--- src/rtl/a2d_arbiter.sv ---
// Two-requester arbiter in front of the shared SPI A2D converter: buffers one request per
// requester, sequences strt_cnv/chnnl and returns the result. Optional macro: A2D_TIMEOUT_EN.
module a2d_arbiter #(
    parameter int unsigned FIXED_PRIO = 0,
    parameter int unsigned TO_CYCLES  = 4096
) (
    input  logic        clk,
    input  logic        rst_n,
    input  logic        req0_strt,
    input  logic [2:0]  req0_chnnl,
    input  logic        req1_strt,
    input  logic [2:0]  req1_chnnl,
    output logic        strt_cnv,
    output logic [2:0]  chnnl,
    input  logic        cnv_cmplt,
    input  logic [11:0] A2D_res,
    output logic [11:0] res,
    output logic        cmplt0,
    output logic        cmplt1,
    output logic        busy0,
    output logic        busy1,
    output logic        to_err
);

    localparam int unsigned CH_W  = 3;
    localparam int unsigned RES_W = 12;

    typedef enum logic [1:0] {IDLE, START, WAIT} state_t;

    state_t             state, state_nxt;
    logic               pend0, pend1, pend0_nxt, pend1_nxt;
    logic [CH_W-1:0]    ch0, ch1;
    logic               gnt, gnt_nxt;
    logic               last_gnt, last_nxt;
    logic [CH_W-1:0]    chnnl_nxt;
    logic [RES_W-1:0]   res_nxt;
    logic               strt_nxt, cmplt0_nxt, cmplt1_nxt, to_err_nxt;
    logic               busy0_nxt, busy1_nxt;
    logic               win_c;
    logic               done_c;
    logic               timeout_c;

    // Only meaningful values keep the 13-bit timeout counter consistent
    if (TO_CYCLES < 2 || TO_CYCLES > 8192) begin : g_bad_to_cycles
        $error("a2d_arbiter: TO_CYCLES must be in 2..8192");
    end

`ifdef A2D_TIMEOUT_EN
    localparam int unsigned CNT_W = 13;

    logic [CNT_W-1:0] to_cnt;

    // Cleared outside WAIT so it restarts from 0 on every entry to WAIT
    always_ff @(posedge clk or negedge rst_n) begin
        if (!rst_n)
            to_cnt <= '0;
        else if (state != WAIT)
            to_cnt <= '0;
        else
            to_cnt <= to_cnt + CNT_W'(1);
    end

    assign timeout_c = (state == WAIT) && (to_cnt == CNT_W'(TO_CYCLES - 1));
`else
    assign timeout_c = 1'b0;
`endif

    // Winner selection: round-robin prefers the requester not granted last
    always_comb begin
        if (FIXED_PRIO != 0)
            win_c = ~pend0;
        else if (pend0 && pend1)
            win_c = ~last_gnt;
        else
            win_c = ~pend0;
    end

    always_comb begin
        state_nxt  = state;
        pend0_nxt  = pend0;
        pend1_nxt  = pend1;
        gnt_nxt    = gnt;
        last_nxt   = last_gnt;
        chnnl_nxt  = chnnl;
        res_nxt    = res;
        strt_nxt   = 1'b0;
        cmplt0_nxt = 1'b0;
        cmplt1_nxt = 1'b0;
        to_err_nxt = 1'b0;
        done_c     = 1'b0;

        case (state)
            IDLE: begin
                if (pend0 || pend1) begin
                    state_nxt = START;
                    strt_nxt  = 1'b1;
                    gnt_nxt   = win_c;
                    chnnl_nxt = win_c ? ch1 : ch0;
                    if (win_c)
                        pend1_nxt = 1'b0;
                    else
                        pend0_nxt = 1'b0;
                end
            end
            START: state_nxt = WAIT;
            WAIT: begin
                if (cnv_cmplt) begin
                    res_nxt = A2D_res;
                    done_c  = 1'b1;
                end else if (timeout_c) begin
                    res_nxt    = {RES_W{1'b1}};
                    to_err_nxt = 1'b1;
                    done_c     = 1'b1;
                end
            end
            default: state_nxt = IDLE;
        endcase

        if (done_c) begin
            state_nxt  = IDLE;
            last_nxt   = gnt;
            cmplt0_nxt = ~gnt;
            cmplt1_nxt = gnt;
        end

        // A new request wins over the clear from grant or completion
        if (req0_strt)
            pend0_nxt = 1'b1;
        if (req1_strt)
            pend1_nxt = 1'b1;

        busy0_nxt = pend0_nxt | ((state_nxt != IDLE) & ~gnt_nxt);
        busy1_nxt = pend1_nxt | ((state_nxt != IDLE) & gnt_nxt);
    end

    always_ff @(posedge clk or negedge rst_n) begin
        if (!rst_n) begin
            state    <= IDLE;
            pend0    <= 1'b0;
            pend1    <= 1'b0;
            gnt      <= 1'b0;
            last_gnt <= 1'b1;
            chnnl    <= '0;
            res      <= '0;
            strt_cnv <= 1'b0;
            cmplt0   <= 1'b0;
            cmplt1   <= 1'b0;
            to_err   <= 1'b0;
            busy0    <= 1'b0;
            busy1    <= 1'b0;
        end else begin
            state    <= state_nxt;
            pend0    <= pend0_nxt;
            pend1    <= pend1_nxt;
            gnt      <= gnt_nxt;
            last_gnt <= last_nxt;
            chnnl    <= chnnl_nxt;
            res      <= res_nxt;
            strt_cnv <= strt_nxt;
            cmplt0   <= cmplt0_nxt;
            cmplt1   <= cmplt1_nxt;
            to_err   <= to_err_nxt;
            busy0    <= busy0_nxt;
            busy1    <= busy1_nxt;
        end
    end

    // Stored channels; a repeat request before grant simply overwrites
    always_ff @(posedge clk or negedge rst_n) begin
        if (!rst_n) begin
            ch0 <= '0;
            ch1 <= '0;
        end else begin
            if (req0_strt)
                ch0 <= req0_chnnl;
            if (req1_strt)
                ch1 <= req1_chnnl;
        end
    end

endmodule
--- config.mk ---
export PLATFORM = sky130hd
export DESIGN_NAME = a2d_arbiter
export DESIGN_NICKNAME = d
export VERILOG_FILES = /design/src/rtl/a2d_arbiter.sv
export SDC_FILE = /design/constraint.sdc
export NUM_CORES = 1
export LEC_CHECK = 0
export ABC_AREA = 1
export BUFFER_PORTS_ARGS = -buffer_cell sky130_fd_sc_hd__buf_4
export CORE_UTILIZATION = 44
export DETAILED_ROUTE_END_ITERATION = 10
export PLACE_DENSITY = 0.77
export SYNTH_ARGS = -nofsm -noshare
export SYNTH_HDL_FRONTEND = slang
export SYNTH_SLANG_ARGS = --single-unit
export TNS_END_PERCENT = 10
--- constraint.sdc ---
create_clock -name clk -period 1.1 [get_ports clk]
set_input_delay 0.33 -clock clk [delete_from_list [all_inputs] [get_ports clk]]
set_output_delay 0.33 -clock clk [all_outputs]
set_load 0.02 [all_outputs]
Word level (Yosys, flattened, before mapping):

Index checks and enable logic that the tools add are counted.

* flip-flop bits (word level): 32
* logic and storage cells: 51

* muxes and demuxes: 21
* eq/ne operators: 2
* bitwise logic cells: 8
* reductions and logical operators: 6

Operators by type and width (number)
* 1-bit 2-to-1 mux: 17
* 2-bit one-hot mux with 3 select lines: 1
* 2-bit 2-to-1 mux: 2
* 1-bit NOT: 4
* 2-bit AND reduction: 2
* 3-bit 2-to-1 mux: 1
* 1-bit AND: 2
* 2-bit by 1-bit equality test with 1-bit output, second input constant: 1
* 2-bit equality test, second input constant: 1
* 2-bit logical NOT: 1
* 1-bit bitwise OR: 2
* 2-bit nonzero test: 1
* 1-bit logical AND: 1
* 1-bit logical OR: 1

Logic depth before layout (Yosys ltp):

* depth in word-level cells: 7
* depth in mapped cells: 9
* gate-level depth less buffers: 9

Least setup slack after synthesis:

Ideal clock, no wire load.

* path type: register to register
* from: register state[0]
* to: register busy0
* period minus slack after synthesis: 1.174 ns
* arrival time: 1.053 ns
* data required time: 0.978 ns
* buffers on the path: 0
* stages on the path, launching flop included: 9
* setup slack: -0.074 ns
* cells stage by stage: dfrtp_1 inv_1 ha_1 o21ai_0 nand2_1 nand2_1 nand2_1 nand2_1 nand2_1

* word-level cells in the longest chain between the ends: 6
* elaborated cells on any way between the ends: 14
* classes of those cells: 2 x eq/ne; 7 x mux; 3 x bitwise; 2 x reduce/logical

Ends and longest elaborated chain
* start, declared: line 30 `state_t state, state_nxt;`
* start signal, assigned: line 152 `state <= state_nxt;`
* 2-bit equality test, or another cell as far along: line 92 `case (state)`
* 2-bit one-hot mux with 3 select lines or 1-bit 2-to-1 mux (tied branches): line 92
* 2-bit 2-to-1 mux: line 119 `if (done_c) begin`
* 2-bit nonzero test: line 132 `busy0_nxt = pend0_nxt | ((state_nxt != IDLE) & ~gnt_nxt);`
* 1-bit AND: line 132
* 1-bit bitwise OR (*): line 132
* named net busy0_nxt: line 38 `logic busy0_nxt, busy1_nxt;`
* end signal, assigned: line 163 `busy0 <= busy0_nxt;`
* end, declared: line 20 `output logic busy0,`

Mark *: on every way through the listed nets, which the timed path passes. The rest lies on a longest branch.
A chain may end at the register's enable or synchronous reset.

Worst setup path after layout:

* from: register state[1]
* to: register busy1

* elaborated cells on any way between the ends: 13
* classes of those cells: 2 x eq/ne; 7 x mux; 2 x bitwise; 2 x reduce/logical

RTL lines
* 2-bit logical NOT: line 92
* 1-bit 2-to-1 mux: line 92
* named net gnt_nxt: line 33 `logic gnt, gnt_nxt;`
* 1-bit AND: line 133 `busy1_nxt = pend1_nxt | ((state_nxt != IDLE) & gnt_nxt);`
* 1-bit bitwise OR: line 133
* named net busy1_nxt: line 38
* end signal, assigned: line 164 `busy1 <= busy1_nxt;`
* end, declared: line 21 `output logic busy1,`

The timed path passes the listed nets, and every way through them passes these cells.

==> results.sh <==
export IMPL_antenna_found_initial=0
export IMPL_period_needed_ns=1.22
export IMPL_synth_top_family_by_area="simple AND/OR/NAND/NOR gates"
export IMPL_synth_compound_area_share_pct=5.43
export IMPL_status="finished with violations"
export IMPL_io_pins=44
export IMPL_synth_top_area_share_pct=60.1
export IMPL_drt_wl_total_mm=3.02
export IMPL_grt_usage_pct=20.8
export IMPL_holdWs_ns=0.191
export IMPL_synth_adder_area_share_pct=2.91
export IMPL_path_class="reg -> reg"
export IMPL_syn_area_per_cell_um2=9.93
export IMPL_pwr_density_cell_mw_per_mm2=2950
export IMPL_ys_warn_count=0
export IMPL_chipWidth_um=56.2
export IMPL_grt_pass1_vias=1157
export IMPL_gp_congestion=0.816
export IMPL_layout_drive_gt1_share_pct=46.5
export IMPL_cp_max_fo=5
export IMPL_grt_max_degree=33
export IMPL_cp_arrival_ns=1.44
export IMPL_htreeDepth=2
export IMPL_cts_root_buf="clkbuf_4"
export IMPL_synthXorXnorAreaFrac_pct=0
export IMPL_diodes=0
export IMPL_core_area_mm2=0.00276
export IMPL_postRouteAntennaNets=0
export IMPL_max_clock_freq_mhz=822
export IMPL_die_area_mm2=0.00316
export IMPL_grt_first_pass_wirelength_mm=4.91
export IMPL_grt_overflow=0
export IMPL_tns_ns=-2.62
export IMPL_fin_ws_ns=-0.116
export IMPL_nets=213
export IMPL_synthSimpleGateAreaFrac_pct=19.2
export IMPL_synthMuxAreaShare_pct=5.23
export IMPL_critPathSlowestCell="dfrtp_1"
export IMPL_ir_worst_vdd_uv=1840
export IMPL_std_cell_rows=19
export IMPL_hold_path_class="in -> reg"
export IMPL_cap_viol_max_count=0
export IMPL_cts_sinks=32
export IMPL_clk_pin_slew_ns=0.09
export IMPL_drt_iter0_markers=31
export IMPL_syn_inst=130
export IMPL_vias=1081
export IMPL_max_stage_delay_ns=0.43
export IMPL_synthTopCellsByArea="dfrtp_1 (60%), nand2_1 (15%), ha_1 (2.9%), mux2_1 (2.6%), mux2_2 (2.6%)"
export IMPL_fin_skew_ns=0.00564
export IMPL_regArea_um2=802
export IMPL_syn_nets=156
export IMPL_yosys_area_top_type="dfrtp_1"
export IMPL_drc=0
export IMPL_required_ns=1.33
export IMPL_drv_slew=0
export IMPL_ys_seq_area_share_pct=62.1
export IMPL_initial_core_util_pct=46.8
export IMPL_syn_area_mm2=0.00129
export IMPL_clk_latency_ns=0.33
export IMPL_end_kind="flop"
export IMPL_finalHoldViolCount=0
export IMPL_clock_path_buffers=2
export IMPL_min_period_over_period_pct=111
export IMPL_crit_path_start_kind="flop"
export IMPL_ys_types=21
export IMPL_via_per_inst=4.96
export IMPL_setup_viol=41
export IMPL_drtPass1Iterations=4
export IMPL_total_leakage_power_nw=1.00
export IMPL_area_growth_pct=49.3
export IMPL_wl_per_cell_um=13.8
export IMPL_synth_seq_cells=32
export IMPL_grt_setup_unrepaired="yes"
export IMPL_violations="negative setup slack"
export IMPL_path_cells="inv_2 -> ha_4 -> nand2_1 -> inv_2 -> o21ai_4 -> inv_2 -> nand2_1 -> nand2_1"
export IMPL_io_buffers=42
export IMPL_fillers=199
export IMPL_cts_buffers=5
export IMPL_die_h_um=56.2
export IMPL_multi_input_area_um2=492
export IMPL_dp_hpwl_mm=1.95
export IMPL_cts_tree="yes"
cell type report:
cell class,instances,area share (%)
inverters,12,2.47
well taps,31,2.01
clock buffers,7,3.37
repair buffers,53,25.0
flip-flops and latches,32,41.6
multi-input cells,83,25.5
what timing repair did:
action | CTS | global route
endpoints found under the hold margin | 31 | 0
hold buffers | 1 | 0
buffers inserted | 4 | 1
pin swaps | 3 | 3
resized for setup | 23 | 10
setup endpoints to repair | 40 | 42
final timing paths:
path,slack [ns],end,from,cells past startpoint
max,-0.12,busy1$_DFF_PN0_,state[1]$_DFF_PN0_,8
min,0.19,res[11]$_DFFE_PN0N_,A2D_res[11],3
max reg2reg,-0.12,busy1$_DFF_PN0_,state[1]$_DFF_PN0_,8
min reg2reg,0.51,ch1[0]$_DFFE_PN0P_,ch1[0]$_DFFE_PN0P_,1
max in group asynchronous,0.31,last_gnt$_DFFE_PN1N_,rst_n,2
min in group asynchronous,0.46,res[11]$_DFFE_PN0N_,rst_n,2
cell usage in the layout, fill, tap and decap left out, drive strengths merged:
master and n:
buf 52, a21boi 2, a21oi 2, nor2 7, dlygate4sd3 1, ha 3, dfstp 1, clkbuf 7
nand2 55, a31oi 3, nand3 1, inv 12, conb 1, o21ai 3, dfrtp 31, mux2 6
per-stage QoR:
step	total power [mW]	cells	util (%)	setup WS (ns)	area (um^2)
6_report	5.70	218	69.9	-0.116	1930
5_1_grt	6.03	218	69.9	-0.193	1930
4_1_cts	5.50	217	68.4	-0.127	1890
3_5_place_dp	4.33	205	61.5	-0.100	1700
3_3_place_gp	4.23	205	61.5	-0.0413	1700
2_1_floorplan	3.39	130	-	-0.0130	1320
cells in the mapped netlist:
library cell  count
nand2_1          52
dfrtp_1          31
inv_1             8
nor2_1            6
inv_2             4
a31oi_1           3
ha_1              3
mux2_1            3
mux2_2            3
nand2_2           3
a21oi_1           2
buf_2             2
o21ai_2           2
a21boi_1          1
a21boi_2          1
buf_4             1
conb_1            1
dfstp_2           1
nand3_1           1
nor2_2            1
o21ai_0           1
registers in the layout (all words and copies together), names as in the netlist:
register	cells
res	12
cmplt0	1
cmplt1	1
pend0	1
gnt	1
state	2
ch1	3
busy0	1
ch0	3
chnnl	3
last_gnt	1
busy1	1
strt_cnv	1
pend1	1
critical path, delay by kind of cell, from the launching register on:
| family | cells | cell delay (ns) |
|---|---|---|
| buffers and inverters | 3 | 0.16 |
| DFF | 1 | 0.43 |
| AOI/OAI and AO/OA | 1 | 0.15 |
| and+or+nand+nor | 3 | 0.19 |
| adders and majority gates | 1 | 0.18 |
kinds of logic after synthesis:
| group | after synthesis |
|---|---|
| AND/OR/NAND/NOR | 63 |
| multiplexers | 6 |
| flip-flops | 32 |
| AO/OA/AOI/OAI | 10 |
| buffers and inverters | 15 |
| adder cells (fa/ha/maj) | 3 |
| other | 1 |
where the power goes:
| group | internal, mW | switching, mW |
|---|---|---|
| clock | 0.362 | 0.363 |
| sequential | 1.64 | 0.375 |
| combinational | 1.40 | 1.56 |
| total | 3.40 | 2.29 |
layer usage:
| metal | global-route usage [%] | wire length [um] |
|---|---|---|
| met1 | 23.0 | 1190 |
| met2 | 35.5 | 1580 |
| met3 | 4.42 | 115 |
| met4 | 14.3 | 122 |
| met5 | 0 | 0 |
(Power assumes the default switching activity.)
